$ cat config.mk
export PLATFORM = sky130hd
export DESIGN_NAME = d5m_capture
export DESIGN_NICKNAME = d
export VERILOG_FILES = /design/src/rtl/d5m_pkg.sv /design/src/rtl/d5m_edge_detect.sv /design/src/rtl/d5m_capture.sv
export SDC_FILE = /design/constraint.sdc
export NUM_CORES = 1
export LEC_CHECK = 0
export ABC_AREA = 1
export BUFFER_PORTS_ARGS = -buffer_cell sky130_fd_sc_hd__buf_2
export CAP_MARGIN = 20
export CORE_ASPECT_RATIO = 1.75
export CORE_MARGIN = 2
export CORE_UTILIZATION = 30
export DETAILED_ROUTE_END_ITERATION = 10
export MAX_ROUTING_LAYER = met4
export PLACE_DENSITY_LB_ADDON = 0.08
export SLEW_MARGIN = 20
export SYNTH_ARGS = -nofsm -noshare
export SYNTH_HDL_FRONTEND = slang
export SYNTH_SLANG_ARGS = --single-unit
$ cat constraint.sdc
create_clock -name PIXCLK -period 2 [get_ports PIXCLK]
set_clock_uncertainty 0.1 [all_clocks]
set_input_delay 0.4 -clock PIXCLK [delete_from_list [all_inputs] [get_ports PIXCLK]]
set_output_delay 0.4 -clock PIXCLK [all_outputs]
set_load 0.005 [all_outputs]
$ cat src/rtl/d5m_pkg.sv
// Shared constants and capture FSM state type for the D5M pixel receive path.
package d5m_pkg;

  localparam int D5M_DATA_W   = 12;
  localparam int D5M_H_ACTIVE = 1280;
  localparam int D5M_V_ACTIVE = 960;

  typedef enum logic [1:0] {
    IDLE      = 2'd0,
    WAIT_IDLE = 2'd1,
    WAIT_SOF  = 2'd2,
    CAPTURE   = 2'd3
  } capture_state_t;

endpackage

$ cat src/rtl/d5m_edge_detect.sv
// Registers a level and flags its rising/falling transitions against the previous cycle.
// Pulses are combinational from the input level and the one-cycle-old copy; no backpressure.
module d5m_edge_detect (
  input  logic clk,
  input  logic rst,
  input  logic level,
  output logic rise,
  output logic fall
);

  logic prev;

  always_ff @(posedge clk) begin
    if (rst) prev <= 1'b0;
    else     prev <= level;
  end

  assign rise = level & ~prev;
  assign fall = ~level & prev;

endmodule

$ cat src/rtl/d5m_capture.sv
// D5M sensor receive: frame-gated capture of the raw pixel bus with X/Y indices and frame count.
// Pin-to-DATA/DVAL latency is 2 PIXCLK cycles; no backpressure, the sensor stream is free-running.
module d5m_capture
  import d5m_pkg::*;
#(
  parameter int DATA_W   = D5M_DATA_W,
  parameter int H_ACTIVE = D5M_H_ACTIVE,
  parameter int V_ACTIVE = D5M_V_ACTIVE,
  parameter int CNT_W    = 12
) (
  input  logic              PIXCLK,
  input  logic              RESET,
  input  logic [DATA_W-1:0] D5M_D,
  input  logic              D5M_FVAL,
  input  logic              D5M_LVAL,
  input  logic              START,
  input  logic              STOP,
  output logic [DATA_W-1:0] DATA,
  output logic              DVAL,
  output logic [CNT_W-1:0]  X_CONT,
  output logic [CNT_W-1:0]  Y_CONT,
  output logic [31:0]       FRAME_CONT,
  output logic              CAPTURING,
  output logic              LINE_ERR
);

  capture_state_t    state;
  logic [DATA_W-1:0] rD;
  logic              rF;
  logic              rL;
  logic              f_rise;
  logic              f_fall;
  logic              l_rise;
  logic              l_fall;
  logic              stop_pend;
  logic [CNT_W-1:0]  x_cnt;
  logic [CNT_W-1:0]  y_cnt;
  logic              in_capture;
  logic              pix_vld;
  logic              line_end;
  logic              frame_end;
  logic [CNT_W-1:0]  lines_done;

  always_ff @(posedge PIXCLK) begin
    if (RESET) begin
      rD <= '0;
      rF <= 1'b0;
      rL <= 1'b0;
    end else begin
      rD <= D5M_D;
      rF <= D5M_FVAL;
      rL <= D5M_LVAL;
    end
  end

  d5m_edge_detect u_fval_edge (
    .clk   (PIXCLK),
    .rst   (RESET),
    .level (rF),
    .rise  (f_rise),
    .fall  (f_fall)
  );

  d5m_edge_detect u_lval_edge (
    .clk   (PIXCLK),
    .rst   (RESET),
    .level (rL),
    .rise  (l_rise),
    .fall  (l_fall)
  );

  assign in_capture = (state == CAPTURE);
  assign pix_vld    = rF & rL & in_capture;
  // A line only ends inside a frame; LVAL may drop together with FVAL on the last line.
  assign line_end   = in_capture & l_fall & (rF | f_fall);
  assign frame_end  = in_capture & f_fall;
  assign lines_done = y_cnt + CNT_W'(line_end);

  always_ff @(posedge PIXCLK) begin
    if (RESET) begin
      state     <= IDLE;
      stop_pend <= 1'b0;
    end else begin
      case (state)
        IDLE: begin
          stop_pend <= 1'b0;
          if (START && !STOP) state <= WAIT_IDLE;
        end
        WAIT_IDLE: begin
          if (STOP)     state <= IDLE;
          else if (!rF) state <= WAIT_SOF;
        end
        WAIT_SOF: begin
          if (STOP)        state <= IDLE;
          else if (f_rise) state <= CAPTURE;
        end
        CAPTURE: begin
          if (frame_end && stop_pend) begin
            state     <= IDLE;
            stop_pend <= 1'b0;
          end else if (STOP) begin
            stop_pend <= 1'b1;
          end
        end
        default: state <= IDLE;
      endcase
    end
  end

  always_ff @(posedge PIXCLK) begin
    if (RESET) begin
      x_cnt <= '0;
      y_cnt <= '0;
    end else if (f_rise && (state == WAIT_SOF || in_capture)) begin
      x_cnt <= '0;
      y_cnt <= '0;
    end else if (line_end) begin
      x_cnt <= '0;
      y_cnt <= y_cnt + 1'b1;
    end else if (pix_vld) begin
      x_cnt <= x_cnt + 1'b1;
    end
  end

  always_ff @(posedge PIXCLK) begin
    if (RESET) begin
      FRAME_CONT <= '0;
      LINE_ERR   <= 1'b0;
    end else begin
      if (frame_end) FRAME_CONT <= FRAME_CONT + 32'd1;
      if ((line_end && x_cnt != CNT_W'(H_ACTIVE)) ||
          (frame_end && lines_done != CNT_W'(V_ACTIVE)))
        LINE_ERR <= 1'b1;
    end
  end

  // Indices leave with the pixel they belong to, i.e. before the counter advances.
  always_ff @(posedge PIXCLK) begin
    if (RESET) begin
      DATA   <= '0;
      DVAL   <= 1'b0;
      X_CONT <= '0;
      Y_CONT <= '0;
    end else begin
      DATA   <= rD;
      DVAL   <= pix_vld;
      X_CONT <= x_cnt;
      Y_CONT <= y_cnt;
    end
  end

  assign CAPTURING = in_capture;

endmodule

## Word level (Yosys, flattened, before mapping)

Index checks and enable logic that the tools add are counted.
Widths: inputs -> output; s select.

| word-level totals | value |
|---|---|
| bits in registers | 113 |

| operators by class | value |
|---|---|
| add/sub/neg operators | 4 |
| equality and inequality tests | 10 |
| muxes and demuxes | 10 |
| bitwise gates (word level) | 12 |
| reductions and logical operators | 14 |

Operators with widths:

| kind | number |
|---|---|
| $add 32x1->32 const B | 1 |
| $add 12x1->12 const B | 2 |
| $add 12x1->12 | 1 |
| $mux 2 | 6 |
| $ne 12x10->1 const B | 1 |
| $ne 12x11->1 const B | 1 |
| $and 1x1->1 | 8 |
| $pmux 2 s4 | 1 |
| $ne 3x3->1 const B | 2 |
| $logic_and 1x1->1 | 5 |
| $eq 2x2->1 const B | 2 |
| $reduce_and 4->1 | 1 |
| $ne 3x2->1 const B | 1 |
| $not 1->1 | 3 |
| $reduce_or 3->1 | 1 |
| $eq 2x1->1 const B | 1 |
| $logic_not 2->1 | 1 |
| $logic_or 1x1->1 | 2 |
| $mux 1 | 2 |
| $ne 2x1->1 const B | 1 |
| $ne 2x2->1 const B | 1 |
| $pmux 1 s2 | 1 |
| $reduce_and 2->1 | 1 |
| $reduce_bool 2->1 | 1 |
| 3 further kinds | 3 |

## Longest topological paths before layout

| depth | value |
|---|---|
| depth after elaboration | 8 |
| gate-level depth with buffers | 16 |

## Hierarchy

From an unflattened synthesis, not the netlist that was laid out.

| second synthesis, totals | value |
|---|---|
| cell total of the unflattened synthesis | 688 |
| area total of the unflattened synthesis | 4979.8 um^2 |

By module, submodules not included:

| module | instances | cells an instance | area an instance (um^2) | seq. area each (um^2) |
|---|---|---|---|---|
| d5m_capture | 1 | 676 | 4902.2 | 2222.1 |
| d5m_edge_detect | 2 | 6 | 38.8 | 20.0 |

## Worst setup path after synthesis

Ideal clock, no wire load.

| timing | value |
|---|---|
| kind | register to register |
| start | reg state[0] |
| end | reg LINE_ERR |
| arrival time | 1.978 ns |
| data required time | 1.768 ns |
| setup slack | -0.210 ns |
| stages on the path, launching flop included | 14 |
| buffers on the path | 0 |
| clock period less this slack | 2.210 ns |
| cell sequence | dfxtp_1 -> ha_1 -> nand4_1 -> inv_1 -> ha_1 -> ha_1 -> inv_1 -> nor2_1 -> nand2_1 -> xor2_1 -> nor2_1 -> nand3_1 -> nand2_1 -> a21oi_1 |

| between the ends | value |
|---|---|
| word-level cells in the longest chain between the ends | 7 |
| elaborated cells between the ends (all ways) | 9 |
| classes of those cells | 1 x add/sub; 2 x eq/ne; 3 x bitwise; 3 x reduce/logical |

Ends and longest elaborated chain:

| element | line | source |
|---|---|---|
| from (decl) | d5m_capture.sv:27 | `capture_state_t state;` |
| from (signal assigned) | d5m_capture.sv:81 | `state <= IDLE;` |
| from (signal assigned) | d5m_capture.sv:87 | `if (START && !STOP) state <= WAIT_IDLE;` |
| from (signal assigned) | d5m_capture.sv:90 | `if (STOP) state <= IDLE;` |
| $eq 2x2->1 (*) | d5m_capture.sv:72 | `assign in_capture = (state == CAPTURE);` |
| net CAPTURING | d5m_capture.sv:23 | `output logic CAPTURING,` |
| $and 1x1->1 (*) (2 in a row) | d5m_capture.sv:75 | `assign line_end = in_capture & l_fall & (rF \| f_fall);` |
| net line_end | d5m_capture.sv:40 | `logic line_end;` |
| $add 12x1->12 | d5m_capture.sv:77 | `assign lines_done = y_cnt + CNT_W'(line_end);` |
| $ne 12x10->1 | d5m_capture.sv:132 | `(frame_end && lines_done != CNT_W'(V_ACTIVE)))` |
| $logic_and 1x1->1 | d5m_capture.sv:132 |  |
| $logic_or 1x1->1 (*) | d5m_capture.sv:131 | `if ((line_end && x_cnt != CNT_W'(H_ACTIVE)) \|\|` |
| to (signal assigned) | d5m_capture.sv:128 | `LINE_ERR <= 1'b0;` |
| to (signal assigned) | d5m_capture.sv:133 | `LINE_ERR <= 1'b1;` |
| to (decl) | d5m_capture.sv:24 | `output logic LINE_ERR` |

Mark *: on every way through the listed nets, which the timed path passes. The rest lies on a longest branch.
A chain may end at the register's enable or synchronous reset.

## Final worst setup path

| timing | value |
|---|---|
| start | reg state[1] |
| end | reg LINE_ERR |

| between the ends | value |
|---|---|
| word-level cells in the longest chain between the ends | 7 |
| elaborated cells between the ends (all ways) | 9 |
| classes of those cells | 1 x add/sub; 2 x eq/ne; 3 x bitwise; 3 x reduce/logical |

Ends and longest elaborated chain:

| element | line |
|---|---|
| $eq 2x2->1 (*) | d5m_capture.sv:72 |
| $and 1x1->1 (*) (2 in a row) | d5m_capture.sv:75 |
| net line_end | d5m_capture.sv:40 |
| $add 12x1->12 | d5m_capture.sv:77 |
| $ne 12x10->1 | d5m_capture.sv:132 |
| $logic_and 1x1->1 | d5m_capture.sv:132 |
| $logic_or 1x1->1 (*) | d5m_capture.sv:131 |

Marks and branches as above.

==> impl_metrics.json <==
{
  "yosysSeqAreaShare_pct": 47.21,
  "grt_overflow_total": 0,
  "cp-start-kind": "flop",
  "synth-xor-area-share_pct": 1.462,
  "grt_max_degree": 39,
  "min_path_type": "in2reg",
  "htree_levels": 4,
  "num_io_pins": 89,
  "finalCritPeriodShare_pct": 97.53,
  "synth-edff-count": 0,
  "critPathRequiredTime_ns": 2.18,
  "post-place-ws_ns": 0.01587,
  "critPathKind": "reg2reg",
  "yosys.area.top_type": "dfxtp_1",
  "drv_slew": 0,
  "fmax_mhz": 512.7,
  "slowest_stage": "dfxtp_4",
  "syn_nets": 699,
  "ant_nets": 0,
  "portBuffers": 88,
  "root_buffer": "clkbuf_16",
  "synthSimpleGateAreaFrac_pct": 29.87,
  "wl_um": 12660,
  "initial_utilization_pct": 30.33,
  "syn-instance-count": 670,
  "first_global_vias": 4501,
  "cp_max_fo": 4,
  "hold_viol": 0,
  "crit_family": "simple AND/OR/NAND/NOR gates",
  "synthDistinctLibCells": 33,
  "clk_pin_slew_ns": 0.06,
  "dp_hpwl_um": 9672,
  "diodes": 0,
  "fp.dieArea_um2": 17040,
  "postSynthRegisterBits": 113,
  "irDropWorstVdd_uv": 519.7,
  "ys_top_cells_by_area": "dfxtp_1, nand2_1, nor2_1",
  "muxShareOfSynthArea_pct": 0,
  "cts_tree": "done",
  "tightest_slew_ns": 0.4192,
  "netlist_area_um2": 4792,
  "synth_top_family_by_area": "simple AND/OR/NAND/NOR gates",
  "status": "finished, final reports clean",
  "grt_setup_unrepaired": "true",
  "cp_slowest_stage_delay_ns": 0.36,
  "synth_top_cell_area_share_pct": 47.21,
  "final_cell_area_um2": 6372,
  "first_iter_violations": 110,
  "endpoint_kind": "flop",
  "dr.pass1.iters": 4,
  "max-slew-margin-rel_pct": 71.90,
  "vias_per_cell": 4.498,
  "num_rows": 61,
  "synth_compound_area_share_pct": 8.668,
  "synthAdderAreaFrac_pct": 2.872,
  "crit_chain": "ha_4 > nand4_1 > inv_2 > ha_4 > ha_4 > nand3_2 > nor2_2 > nand2_1 > nand2_1 > nand3_2 > nor2_2 > nand3_1 > nand2_1 > a21oi_1",
  "cts_buffer_depth": 2,
  "die-width_um": 99.54,
  "cts_made_buffers": 17,
  "drive_above_1_share_pct": 22.28,
  "wl_per_cell_um": 12.70,
  "antenna_found_initial": 0,
  "p_leak_nw": 2.827,
  "syn_to_final_growth_pct": 32.98,
  "power_density_nw_per_um2": 940.6,
  "cp.arrival_ns": 2.14,
  "die_height_um": 171.2,
  "layout_setup_ws_ns": 0.04943,
  "finalSetupViolations": 0,
  "yosys_warnings": 0,
  "path_buf_inv": 1,
  "cap_violations": 0,
  "place_area_um2": 5660,
  "synth_area_per_cell_um2": 7.152,
  "cts.sinks": 113,
  "grtUsageTotal_pct": 16.07,
  "clkLatencyLatePin_ns": 0.41,
  "grt_pass1_wl_um": 20930,
  "dr_total_vias": 4485,
  "core-area_um2": 15800,
  "finalCriticalPeriod_ns": 1.951,
  "synthArstFlopShare_pct": 0,
  "yosys_most_used_dff": "dfxtp_1",
  "drc": 0,
  "gp_congestion": 0.8862,
  "nets": 824
}
==> registers in the layout, summed over array words and instances, names as in the netlist <==
signal / cells
FRAME_CONT: 32
LINE_ERR: 1
rD: 12
X_CONT: 12
u_fval_edge.prev: 1
DVAL: 1
state: 2
rF: 1
y_cnt: 12
stop_pend: 1
x_cnt: 12
DATA: 12
u_lval_edge.prev: 1
Y_CONT: 12
rL: 1
==> report_power, final <==
part	total, mW	leakage, nW	switching (mW)	internal [mW]
combinational	0.366	1.60	0.215	0.151
sequential	2.35	0.918	0.0326	2.32
clock	3.28	0.312	1.14	2.14
==> metrics by stage <==
stage | setup TNS [ns] | std cells | utilization [%] | hold WS [ns] | total power [mW]
6_report | 0 | 997 | 40.33 | 0.09180 | 5.994
4_1_cts | 0 | 994 | 39.89 | 0.07975 | 6.075
3_3_place_gp | 0 | 962 | 35.83 | 0.2898 | 2.739
3_5_place_dp | 0 | 962 | 35.83 | 0.2925 | 2.752
2_1_floorplan | 0 | 670 | - | 0.2883 | 2.620
5_1_grt | -0.1467 | 997 | 40.33 | 0.08227 | 6.271
==> final timing paths <==
path                              start               endpoint  slack, ns  cells after the start
setup reg to reg  state[1]$_SDFFE_PP0P_  LINE_ERR$_SDFFE_PP0P_       0.05                     14
hold / removal                D5M_D[11]      rD[11]$_SDFF_PP0_       0.09                      3
hold reg to reg        rD[2]$_SDFF_PP0_     DATA[2]$_SDFF_PP0_       0.29                      2
setup / recovery  state[1]$_SDFFE_PP0P_  LINE_ERR$_SDFFE_PP0P_       0.05                     14
==> cells in the mapped netlist (all sizes together) (2+ instances only) <==
master and count:
o21ai 30, a21oi 42, ha 11, nor2 126, nor3 25, nand3 26
nand4 11, inv 110, xor2 7, nor4 2, nand3b 3, nand2 136
clkbuf 10, nor3b 4, dfxtp 113, buf 2, o21a 3
==> metal layers <==
metal	share of wire, %	wire length, um	vias up	GRT usage (%)
li1	-	-	2342	-
met1	40	5040	2030	16.38
met2	54	6865	88	28.67
met3	3.0	377	25	3.616
met4	2.9	373	0	8.041
met5	0	0	-	-
==> cell families after synthesis <==
kind of cell    Yosys count
flops                   113
xor+xnor                  8
fa+ha+maj                11
simple gates            336
buf+inv                 123
compound gates           79
==> final cells by class <==
class,instances,area [um2]
clock buffer,18,439.2
clock inverter,14,202.7
fill,1693,9427
inverter,111,416.7
multi-input combinational,434,2142
sequential,113,2270
tap,189,236.5
timing repair buffer,118,665.6
==> cells in the final DEF, fill, tap and decap left out, types with 2 or more instances in the layout <==
master / n
buf_4: 30
dfxtp_1: 111
nor3b_1: 4
clkbuf_16: 17
nor4_1: 2
nand3_2: 5
ha_4: 3
bufinv_16: 4
nand2_2: 2
nor3_2: 3
buf_2: 88
a21oi_1: 42
nand2_1: 134
clkinv_4: 4
dfxtp_4: 2
xor2_1: 7
nor2_4: 3
nor3_1: 22
inv_6: 4
nand3_1: 21
inv_1: 109
ha_1: 8
o21ai_0: 30
o21a_1: 3
nand3b_1: 3
nand4_1: 11
nor2_2: 9
nor2_1: 114
==> worst min-delay path: cells and delay by family <==
| family | cells | cell delay (ns) |
|---|---|---|
| buf+inv | 2 | 0.10 |
| simple gates | 1 | 0.06 |
==> what timing repair did <==
item                       4_1_cts  5_1_grt
pin swaps                        1        4
buffers inserted                 0        3
hold buffers                     0        0
gates cloned                     0        0
setup endpoints to repair        1       13
gates resized for setup          0       14
(Power assumes the default switching activity.)
